==> config.mk <==
export PLATFORM = sky130hd
export DESIGN_NAME = sort_frame_ctrl_flat
export DESIGN_NICKNAME = d
export VERILOG_FILES = /design/src/rtl/sort_pkg.sv /design/src/rtl/sort_frame_ctrl_if.sv /design/src/rtl/sort_frame_fsm.sv /design/src/rtl/sort_frame_ctrl.sv /design/src/flat_wrapper.sv
export SDC_FILE = /design/constraint.sdc
export NUM_CORES = 1
export LEC_CHECK = 0
export ABC_AREA = 0
export CORE_MARGIN = 4
export CORE_UTILIZATION = 39
export CTS_CLUSTER_DIAMETER = 50
export CTS_CLUSTER_SIZE = 16
export DETAILED_ROUTE_END_ITERATION = 7
export PLACE_DENSITY = 0.95
export SYNTH_ARGS = -nofsm -noshare
export SYNTH_HDL_FRONTEND = slang
export SYNTH_SLANG_ARGS = --single-unit
==> constraint.sdc <==
create_clock -name clk -period 6.08 [get_ports clk]
set_clock_uncertainty 0.2 [all_clocks]
set_input_delay 1.216 -clock clk [delete_from_list [all_inputs] [get_ports clk]]
set_output_delay 1.216 -clock clk [all_outputs]
set_load 0.03 [all_outputs]
==> src/rtl/sort_pkg.sv <==
// Shared types and constants for the sorting-stack frame sequencer.
// Holds the FSM state enum, the default geometry and the counter-width helper.
package sort_pkg;

    localparam int unsigned SortWidth = 16;
    localparam int unsigned SortDepth = 8;

    typedef enum logic [1:0] {
        StFlush,
        StLoad,
        StDrain,
        StSkip
    } sort_state_e;

    // Width needed to hold a count from 0 up to and including depth.
    function automatic int unsigned cnt_width(input int unsigned depth);
        return (depth < 1) ? 1 : $clog2(depth + 1);
    endfunction

endpackage

==> src/rtl/sort_frame_ctrl_if.sv <==
// Valid/ready sample stream with end-of-frame marker.
// The master drives valid/data/last; the slave drives ready.
interface sort_frame_ctrl_if #(
    parameter int unsigned WIDTH = sort_pkg::SortWidth
);
    logic             valid;
    logic             ready;
    logic [WIDTH-1:0] data;
    logic             last;

    modport master (output valid, output data, output last, input ready);
    modport slave  (input valid, input data, input last, output ready);
endinterface

==> src/rtl/sort_frame_fsm.sv <==
// Frame sequencing FSM: state, frame count, pop index and truncation flag.
// SORT_FRAME_MEDIAN_EN adds the mid_pop decode used by the median latch.
module sort_frame_fsm
    import sort_pkg::*;
#(
    parameter int unsigned  DEPTH = SortDepth,
    localparam int unsigned CntW  = cnt_width(DEPTH)
) (
    input  logic        clk,
    input  logic        hard_reset_n,
    input  logic        in_valid,
    input  logic        in_last,
    input  logic        out_ready,
    output sort_state_e state,
    output logic        in_ready,
    output logic        out_valid,
    output logic        out_last,
    output logic        stk_is_input,
    output logic        frame_trunc
`ifdef SORT_FRAME_MEDIAN_EN
   ,output logic        mid_pop
`endif
);

    localparam logic [CntW-1:0] One       = CntW'(1);
    localparam logic [CntW-1:0] CntMax    = CntW'(DEPTH);
    localparam logic [CntW-1:0] FlushLast = CntW'(DEPTH - 1);

    sort_state_e     state_q, state_d;
    logic [CntW-1:0] cnt_q, cnt_d;
    logic [CntW-1:0] pidx_q, pidx_d;
    logic            trunc_q, trunc_d;
    logic            frame_trunc_q, frame_trunc_d;

    logic            in_hs;
    logic            out_hs;
    logic [CntW-1:0] cnt_inc;

    assign in_hs   = in_valid & in_ready;
    assign out_hs  = out_valid & out_ready;
    assign cnt_inc = cnt_q + One;

    always_ff @(posedge clk or negedge hard_reset_n) begin
        if (!hard_reset_n) begin
            state_q       <= StFlush;
            cnt_q         <= '0;
            pidx_q        <= '0;
            trunc_q       <= 1'b0;
            frame_trunc_q <= 1'b0;
        end else begin
            state_q       <= state_d;
            cnt_q         <= cnt_d;
            pidx_q        <= pidx_d;
            trunc_q       <= trunc_d;
            frame_trunc_q <= frame_trunc_d;
        end
    end

    // pidx doubles as the pop counter while flushing stale stack contents.
    always_comb begin
        state_d       = state_q;
        cnt_d         = cnt_q;
        pidx_d        = pidx_q;
        trunc_d       = trunc_q;
        frame_trunc_d = 1'b0;
        unique case (state_q)
            StFlush: begin
                if (pidx_q == FlushLast) begin
                    state_d = StLoad;
                    pidx_d  = '0;
                    cnt_d   = '0;
                end else begin
                    pidx_d = pidx_q + One;
                end
            end
            StLoad: begin
                if (in_hs) begin
                    cnt_d = cnt_inc;
                    if (in_last) begin
                        state_d = StDrain;
                    end else if (cnt_inc == CntMax) begin
                        state_d       = StDrain;
                        trunc_d       = 1'b1;
                        frame_trunc_d = 1'b1;
                    end
                end
            end
            StDrain: begin
                if (out_hs) begin
                    if (out_last) begin
                        cnt_d   = '0;
                        pidx_d  = '0;
                        state_d = trunc_q ? StSkip : StLoad;
                    end else begin
                        pidx_d = pidx_q + One;
                    end
                end
            end
            StSkip: begin
                if (in_hs && in_last) begin
                    trunc_d = 1'b0;
                    state_d = StLoad;
                end
            end
            default: state_d = StFlush;
        endcase
    end

    always_comb begin
        in_ready     = 1'b0;
        out_valid    = 1'b0;
        out_last     = 1'b0;
        stk_is_input = 1'b0;
        unique case (state_q)
            StLoad: begin
                in_ready     = 1'b1;
                stk_is_input = 1'b1;
            end
            StDrain: begin
                out_valid = 1'b1;
                out_last  = (pidx_q == (cnt_q - One));
            end
            StSkip:  in_ready = 1'b1;
            default: ;
        endcase
    end

    assign state       = state_q;
    assign frame_trunc = frame_trunc_q;

`ifdef SORT_FRAME_MEDIAN_EN
    // Lower median: index cnt/2 counted from the largest value.
    assign mid_pop = out_hs && (pidx_q == (cnt_q >> 1));
`endif

endmodule

==> src/rtl/sort_frame_ctrl.sv <==
// Frame sequencer in front of the systolic sorting stack: push a frame, pop it descending.
// Define SORT_FRAME_MEDIAN_EN to add the median/median_stb outputs.
module sort_frame_ctrl
    import sort_pkg::*;
#(
    parameter int unsigned WIDTH = SortWidth,
    parameter int unsigned DEPTH = SortDepth
) (
    input  logic              clk,
    input  logic              hard_reset_n,
    sort_frame_ctrl_if.slave  in_bus,
    sort_frame_ctrl_if.master out_bus,
    output logic              stk_hold,
    output logic              stk_is_input,
    output logic [WIDTH-1:0]  stk_data_in,
    input  logic [WIDTH-1:0]  stk_data_out,
    output logic              frame_trunc
`ifdef SORT_FRAME_MEDIAN_EN
   ,output logic [WIDTH-1:0]  median,
    output logic              median_stb
`endif
);

    sort_state_e state;
    logic        in_ready;
    logic        out_valid;
    logic        out_last;
`ifdef SORT_FRAME_MEDIAN_EN
    logic        mid_pop;
`endif

    sort_frame_fsm #(
        .DEPTH (DEPTH)
    ) u_fsm (
        .clk          (clk),
        .hard_reset_n (hard_reset_n),
        .in_valid     (in_bus.valid),
        .in_last      (in_bus.last),
        .out_ready    (out_bus.ready),
        .state        (state),
        .in_ready     (in_ready),
        .out_valid    (out_valid),
        .out_last     (out_last),
        .stk_is_input (stk_is_input),
        .frame_trunc  (frame_trunc)
`ifdef SORT_FRAME_MEDIAN_EN
       ,.mid_pop      (mid_pop)
`endif
    );

    assign in_bus.ready  = in_ready;
    assign out_bus.valid = out_valid;
    assign out_bus.last  = out_last;
    assign out_bus.data  = stk_data_out;
    assign stk_data_in   = in_bus.data;

    // Flush pops every cycle; skipped beats must never reach the stack.
    always_comb begin
        stk_hold = 1'b1;
        unique case (state)
            StFlush: stk_hold = 1'b0;
            StLoad:  stk_hold = ~(in_bus.valid & in_ready);
            StDrain: stk_hold = ~out_bus.ready;
            default: stk_hold = 1'b1;
        endcase
    end

`ifdef SORT_FRAME_MEDIAN_EN
    logic [WIDTH-1:0] median_q;
    logic             median_stb_q;

    always_ff @(posedge clk or negedge hard_reset_n) begin
        if (!hard_reset_n) begin
            median_q     <= '0;
            median_stb_q <= 1'b0;
        end else begin
            median_stb_q <= mid_pop;
            if (mid_pop) begin
                median_q <= stk_data_out;
            end
        end
    end

    assign median     = median_q;
    assign median_stb = median_stb_q;
`endif

endmodule

==> src/flat_wrapper.sv <==
// flat-port wrapper written by rule: the top's interface ports become plain ports
module sort_frame_ctrl_flat import sort_pkg::*;
#(
    parameter int unsigned WIDTH = SortWidth,
    parameter int unsigned DEPTH = SortDepth
)
  (clk, hard_reset_n, stk_hold, stk_is_input, stk_data_in, stk_data_out, frame_trunc, in_bus_valid, in_bus_data, in_bus_last, in_bus_ready, out_bus_valid, out_bus_data, out_bus_last, out_bus_ready);
  sort_frame_ctrl_if #(.WIDTH(WIDTH)) in_bus_i ();
  sort_frame_ctrl_if #(.WIDTH(WIDTH)) out_bus_i ();
  input  logic clk;
  input  logic hard_reset_n;
  output logic stk_hold;
  output logic stk_is_input;
  output logic [WIDTH-1:0] stk_data_in;
  input  logic [WIDTH-1:0] stk_data_out;
  output logic frame_trunc;
  input wire logic [$bits(in_bus_i.valid)-1:0] in_bus_valid;
  input wire logic [$bits(in_bus_i.data)-1:0] in_bus_data;
  input wire logic [$bits(in_bus_i.last)-1:0] in_bus_last;
  output wire logic [$bits(in_bus_i.ready)-1:0] in_bus_ready;
  output wire logic [$bits(out_bus_i.valid)-1:0] out_bus_valid;
  output wire logic [$bits(out_bus_i.data)-1:0] out_bus_data;
  output wire logic [$bits(out_bus_i.last)-1:0] out_bus_last;
  input wire logic [$bits(out_bus_i.ready)-1:0] out_bus_ready;
  assign in_bus_i.valid = in_bus_valid;
  assign in_bus_i.data = in_bus_data;
  assign in_bus_i.last = in_bus_last;
  assign in_bus_ready = in_bus_i.ready;
  assign out_bus_valid = out_bus_i.valid;
  assign out_bus_data = out_bus_i.data;
  assign out_bus_last = out_bus_i.last;
  assign out_bus_i.ready = out_bus_ready;
  sort_frame_ctrl #(.WIDTH(WIDTH), .DEPTH(DEPTH)) u_core (.clk(clk), .hard_reset_n(hard_reset_n), .in_bus(in_bus_i), .out_bus(out_bus_i), .stk_hold(stk_hold), .stk_is_input(stk_is_input), .stk_data_in(stk_data_in), .stk_data_out(stk_data_out), .frame_trunc(frame_trunc));
endmodule
Yosys cells after proc, flatten, opt, wreduce, memory -nomap -nowiden
Cells that the tools add are included.
{ "totals": {"register_bits": 12, "input_bits": 37, "out_inout_bits": 38, "word_cells": 68} }
{ "classes": {"addsub": 3, "n_eq_ne": 14, "mux": 32, "n_bitwise": 4, "reduce_logical": 10} }
{ "op_table": {"columns": ["operator", "count"], "rows": [
  ["$mux W4", 7],
  ["$mux W2", 8],
  ["$ne A2 B2 Y1 const B", 7],
  ["$mux W1", 12],
  ["$pmux W4 S3", 1],
  ["$reduce_and A5 Y1", 2],
  ["$add A4 B1 Y4 const B", 2],
  ["$pmux W2 S4", 1],
  ["$pmux W4 S2", 1],
  ["$reduce_and A6 Y1", 1],
  ["$eq A2 B2 Y1 const B", 2],
  ["$eq A4 B3 Y1 const B", 1],
  ["$eq A4 B4 Y1", 1],
  ["$eq A4 B4 Y1 const B", 1],
  ["$reduce_bool A2 Y1", 2],
  ["$sub A4 B1 Y4 const B", 1],
  ["$ne A3 B3 Y1 const B", 1],
  ["$pmux W1 S3", 1],
  ["$reduce_bool A3 Y1", 1],
  ["$and A1 B1 Y1", 2],
  ["$eq A2 B1 Y1 const B", 1],
  ["$logic_not A2 Y1", 1],
  ["$not A1 Y1", 2],
  ["$pmux W1 S2", 1],
  ["3 further kinds", 3]
]} }

Depth between registers and ports, before layout
{ "depth": {"depth_word": 7, "mapped_depth": 7, "depth_no_buf": 7} }

By module
A second synthesis with hierarchy kept.
{ "unflattened": {"hier_cells": 126, "area_unflattened_um2": 1129.8} }
{ "by_module_without_submodules": {"columns": ["module", "n_inst", "cells_per_inst", "area_each_um2", "seq_area_each_um2"], "rows": [
  ["sort_frame_fsm", 1, 91, 870.8, 300.3],
  ["sort_frame_ctrl", 1, 35, 259.0, 0.0]
]} }

Least setup slack after synthesis
OpenSTA, ideal clock, no wires.
{ "synth_path": {"path_kind": "input port to output port", "start": "input out_bus_ready", "end": "output stk_hold", "arrival_ns": 1.905, "required_time_ns": 4.664, "slack_ns": 2.759, "cell_stages": 2, "path_buffers": 0, "path_cell_list": "and2b_2 -> or3_1"} }
{ "synth_via": {"elab_chain_len": 2} }
{ "synth_rtl": {"columns": ["item", "line_no", "text"], "rows": [
  ["start, declared", "flat_wrapper.sv:24", "input wire logic [$bits(out_bus_i.ready)-1:0] out_bus_ready;"],
  ["$not A1 Y1", "sort_frame_ctrl.sv:63", "StDrain: stk_hold = ~out_bus.ready;"],
  ["$pmux W1 S3", "sort_frame_ctrl.sv:60", "unique case (state)"],
  ["end, declared", "flat_wrapper.sv:12", "output logic stk_hold;"]
]} }
No other way between the ends.

Worst setup path in the final report
Ends and elaborated chain as after synthesis.

==> flow_metrics.py <==
metrics = {
    "global_route": {
        "antenna_found_initial": 0,
        "use_met3": 0.03423,
        "grt_pass1_vias": 842,
        "met2_usage": 0.1943,
        "grt-busiest-layer": "met2",
        "overflow": 0,
        "grt_max_degree": 13,
        "grt_pass1_wl_mm": 3.677,
        "grt_use_met1": 0.1232,
        "grt_usage": 0.1132,
    },
    "timing": {
        "whs_ps": 333.6,
        "slew_viol_final": 0,
        "fin_crit_ps": 4296,
        "hold_violations": 0,
        "period_share": 0.7066,
        "setup-violations-final": 0,
        "rsz0062_at_grt": "no",
        "fmax_mhz": 232.8,
        "setup-tns-final_ps": 0,
        "worst_slew_pin_slew_ps": 592.0,
        "relSlewSlack": 0.5940,
    },
    "place": {
        "io_buffers": 10,
        "place_congestion": 0.8504,
        "numPlacedInstances": 132,
        "hpwl_mm": 1.658,
    },
    "worst_setup_path": {
        "critical_path.slowest_cell": "clkdlybuf4s50_1",
        "startpoint_type": "input pin",
        "critPathMaxStageDelay_ps": 600,
        "cp_max_fo": 3,
        "crit_buf_inv": 2,
        "cp_top_family": "buffers and inverters",
        "arrival_ps": 2880,
        "crit_chain": "clkdlybuf4s50_1 -> and2b_2 -> or3_1 -> clkdlybuf4s50_1",
        "critical_path_required_ps": 4660,
        "startpoint": "out_bus_ready",
        "critPathCaptureType": "output pin",
        "path_common_cell": "clkdlybuf4s50_1",
        "worstSetupPathType": "in2out",
        "rr_startpoint": "u_core.u_fsm.cnt_q[0]",
    },
    "synthesis": {
        "syn_inst": 124,
        "synth_nets": 169,
        "synth_area_um2": 1149,
        "yosysWarnings": 0,
        "avgSynthCellArea_um2": 9.263,
        "ys_ff_latch": 12,
        "synth_area_leader_cell": "dfrtp_1",
        "yosysTopAreaCellShare": 0.2614,
        "seq_area_frac_synth": 0.2614,
        "synth.area.top_cells": "dfrtp_1 (26%), buf_4 (21%), ha_1 (8.7%)",
        "ys_types": 36,
    },
    "route": {
        "antenna_left": 0,
        "totalWireLength_mm": 2.113,
        "drtIter0Drc": 29,
        "wl_per_cell_um": 15.65,
        "dr.pass1.iters": 4,
        "vias": 792,
        "viasPerCell": 5.867,
        "drt_drc_violations_left": 0,
    },
    "cells_and_area": {
        "diodes": 0,
        "drive_gt1_frac": 0.09615,
        "nets": 151,
        "instances_no_fill": 135,
        "syn_to_final_growth_pct": -7.843,
        "fin_util": 0.3806,
    },
    "die": {
        "initial_core_util": 0.4130,
        "core_area_um2": 2781,
        "die_area_um2": 3878,
        "placementRows": 19,
        "fp.dieW_um": 62.27,
        "die_h_um": 62.27,
        "io_pins": 75,
    },
    "pwr": {
        "combPwrFrac": 0.645,
        "swShare": 0.5017,
        "p_per_area_nw_per_um2": 529.0,
        "power_leakage_uw": 0.0004737,
        "internal_power_uw": 279.0,
        "irDropWorstVdd_v": 0.0002572,
        "p_clk_frac": 0.088,
        "total_power_uw": 559.9,
        "p_switching_uw": 280.9,
        "p_seq_frac": 0.267,
    },
    "clock_network": {
        "cts_num_sinks": 12,
        "cts_made_buffers": 3,
        "ctsHoldBuffers": 0,
        "clk_path_buf_depth": 2,
        "clk_pin_slew_ps": 70,
        "cts.htree.levels": 1,
        "postCtsSetupBuffers": 0,
        "cts_resized": 0,
        "clk_latency_ps": 270,
        "tritoncts": "done",
        "clockRootBuffer": "clkbuf_4",
    },
    "outcome": {
        "outcome": "complete, no violations",
    },
    "worst_hold_path": {
        "hold_start": "u_core.u_fsm.trunc_q",
        "hold_path.class": "reg2reg",
    },
    "job": {
        "drv_cap": 0,
    },
}
[per-layer routing]
layer | wire, um | vias to the layer above
met5 | 0 | -
met4 | 36 | 0
met3 | 134 | 6
met2 | 1081 | 21
met1 | 861 | 399
li1 | - | 366
[cell usage after synthesis, drive strengths merged]
| library cell | number |
|---|---|
| a32o | 1 |
| a41o | 1 |
| o2bb2ai | 2 |
| mux2i | 3 |
| or3 | 2 |
| o311ai | 1 |
| nand2 | 10 |
| nor4b | 2 |
| ha | 8 |
| o21ai | 3 |
| or4 | 1 |
| a21o | 3 |
| inv | 7 |
| o21bai | 1 |
| mux2 | 2 |
| nor2 | 4 |
| a21oi | 2 |
| and2b | 1 |
| a221oi | 1 |
| xnor2 | 5 |
| xor2 | 2 |
| nand3b | 2 |
| a31oi | 1 |
| buf | 33 |
| o211ai | 2 |
| nand3 | 4 |
| nor4 | 1 |
| and4bb | 1 |
| dfrtp | 12 |
| o31ai | 3 |
| nor3 | 2 |
| and3 | 1 |
[final timing paths]
check                                        end  slack [ps]  cells past startpoint
setup / recovery                        stk_hold        1780                      4
max in group asynchronous  u_core.u_fsm.state[0]        4210                      1
min in group asynchronous  u_core.u_fsm.cnt_q[0]        1100                      1
hold reg to reg             u_core.u_fsm.trunc_q         330                      2
hold / removal              u_core.u_fsm.trunc_q         330                      2
setup reg to reg           u_core.u_fsm.state[1]        3670                      7
[worst reg2reg max path: stages (launching register included)]
cell and delay, ps:
dfrtp_1 500, inv_1 120, ha_1 330, xor2_1 160, nand2_1 160, o31ai_4 350
o311ai_1 170, mux2_2 290
[stage by stage]
step | setup slack (ps) | cell area, um2
after floorplan | 2759 | 1149
after global placement | 1788 | 1036
after detailed placement | 1783 | 1036
after CTS | 1782 | 1059
after global routing | 1733 | 1059
final | 1784 | 1059
[logic make-up (layout without fill, tap and decap cells)]
kind of cell / after synthesis / count (layout) / share of synthesized area
AOI/OAI and AO/OA: 21 / 21 / 0.1460
adders and majority gates: 8 / 8 / 0.08715
DFF: 12 / 12 / 0.2614
buffers and inverters: 40 / 20 / 0.2418
and+or+nand+nor: 31 / 31 / 0.1645
muxes: 5 / 5 / 0.04575
xor gates and xnor gates: 7 / 7 / 0.05338
[area by class of cell]
cell class | count | area, um2
inverter | 7 | 26.28
multi-input combinational | 72 | 570.5
tap | 31 | 38.79
timing repair buffer | 10 | 100.1
sequential | 12 | 300.3
clock buffer | 3 | 22.52
fill | 270 | 1723
[flip-flops by register name (all words and copies together) (netlist names)]
name / count
u_core.u_fsm.cnt_q: 4
u_core.u_fsm.pidx_q: 4
u_core.u_fsm.frame_trunc: 1
u_core.u_fsm.state: 2
u_core.u_fsm.trunc_q: 1
[cells in the final DEF (no fill, tap or decap), drive strengths merged, types with 2 or more instances in the layout]
master,count
or3,2
nor4b,2
xor2,2
clkdlybuf4s50,10
nand3b,2
a21oi,2
nor3,2
nand2,10
nand3,4
mux2,2
o211ai,2
dfrtp,12
nor2,4
mux2i,3
a21o,3
o21ai,3
inv,7
ha,8
o31ai,3
o2bb2ai,2
clkbuf,3
xnor2,5
[power groups by stage]
stage | registers, uW | logic [uW] | clock network [uW]
after global placement | 146 | 338 | 0
after CTS | 148 | 360 | 49.6
final | 150 | 361 | 49.5
after detailed placement | 150 | 358 | 0
after global routing | 154 | 398 | 53.1
after floorplan | 139 | 322 | 0
(Power assumes the default switching activity.)
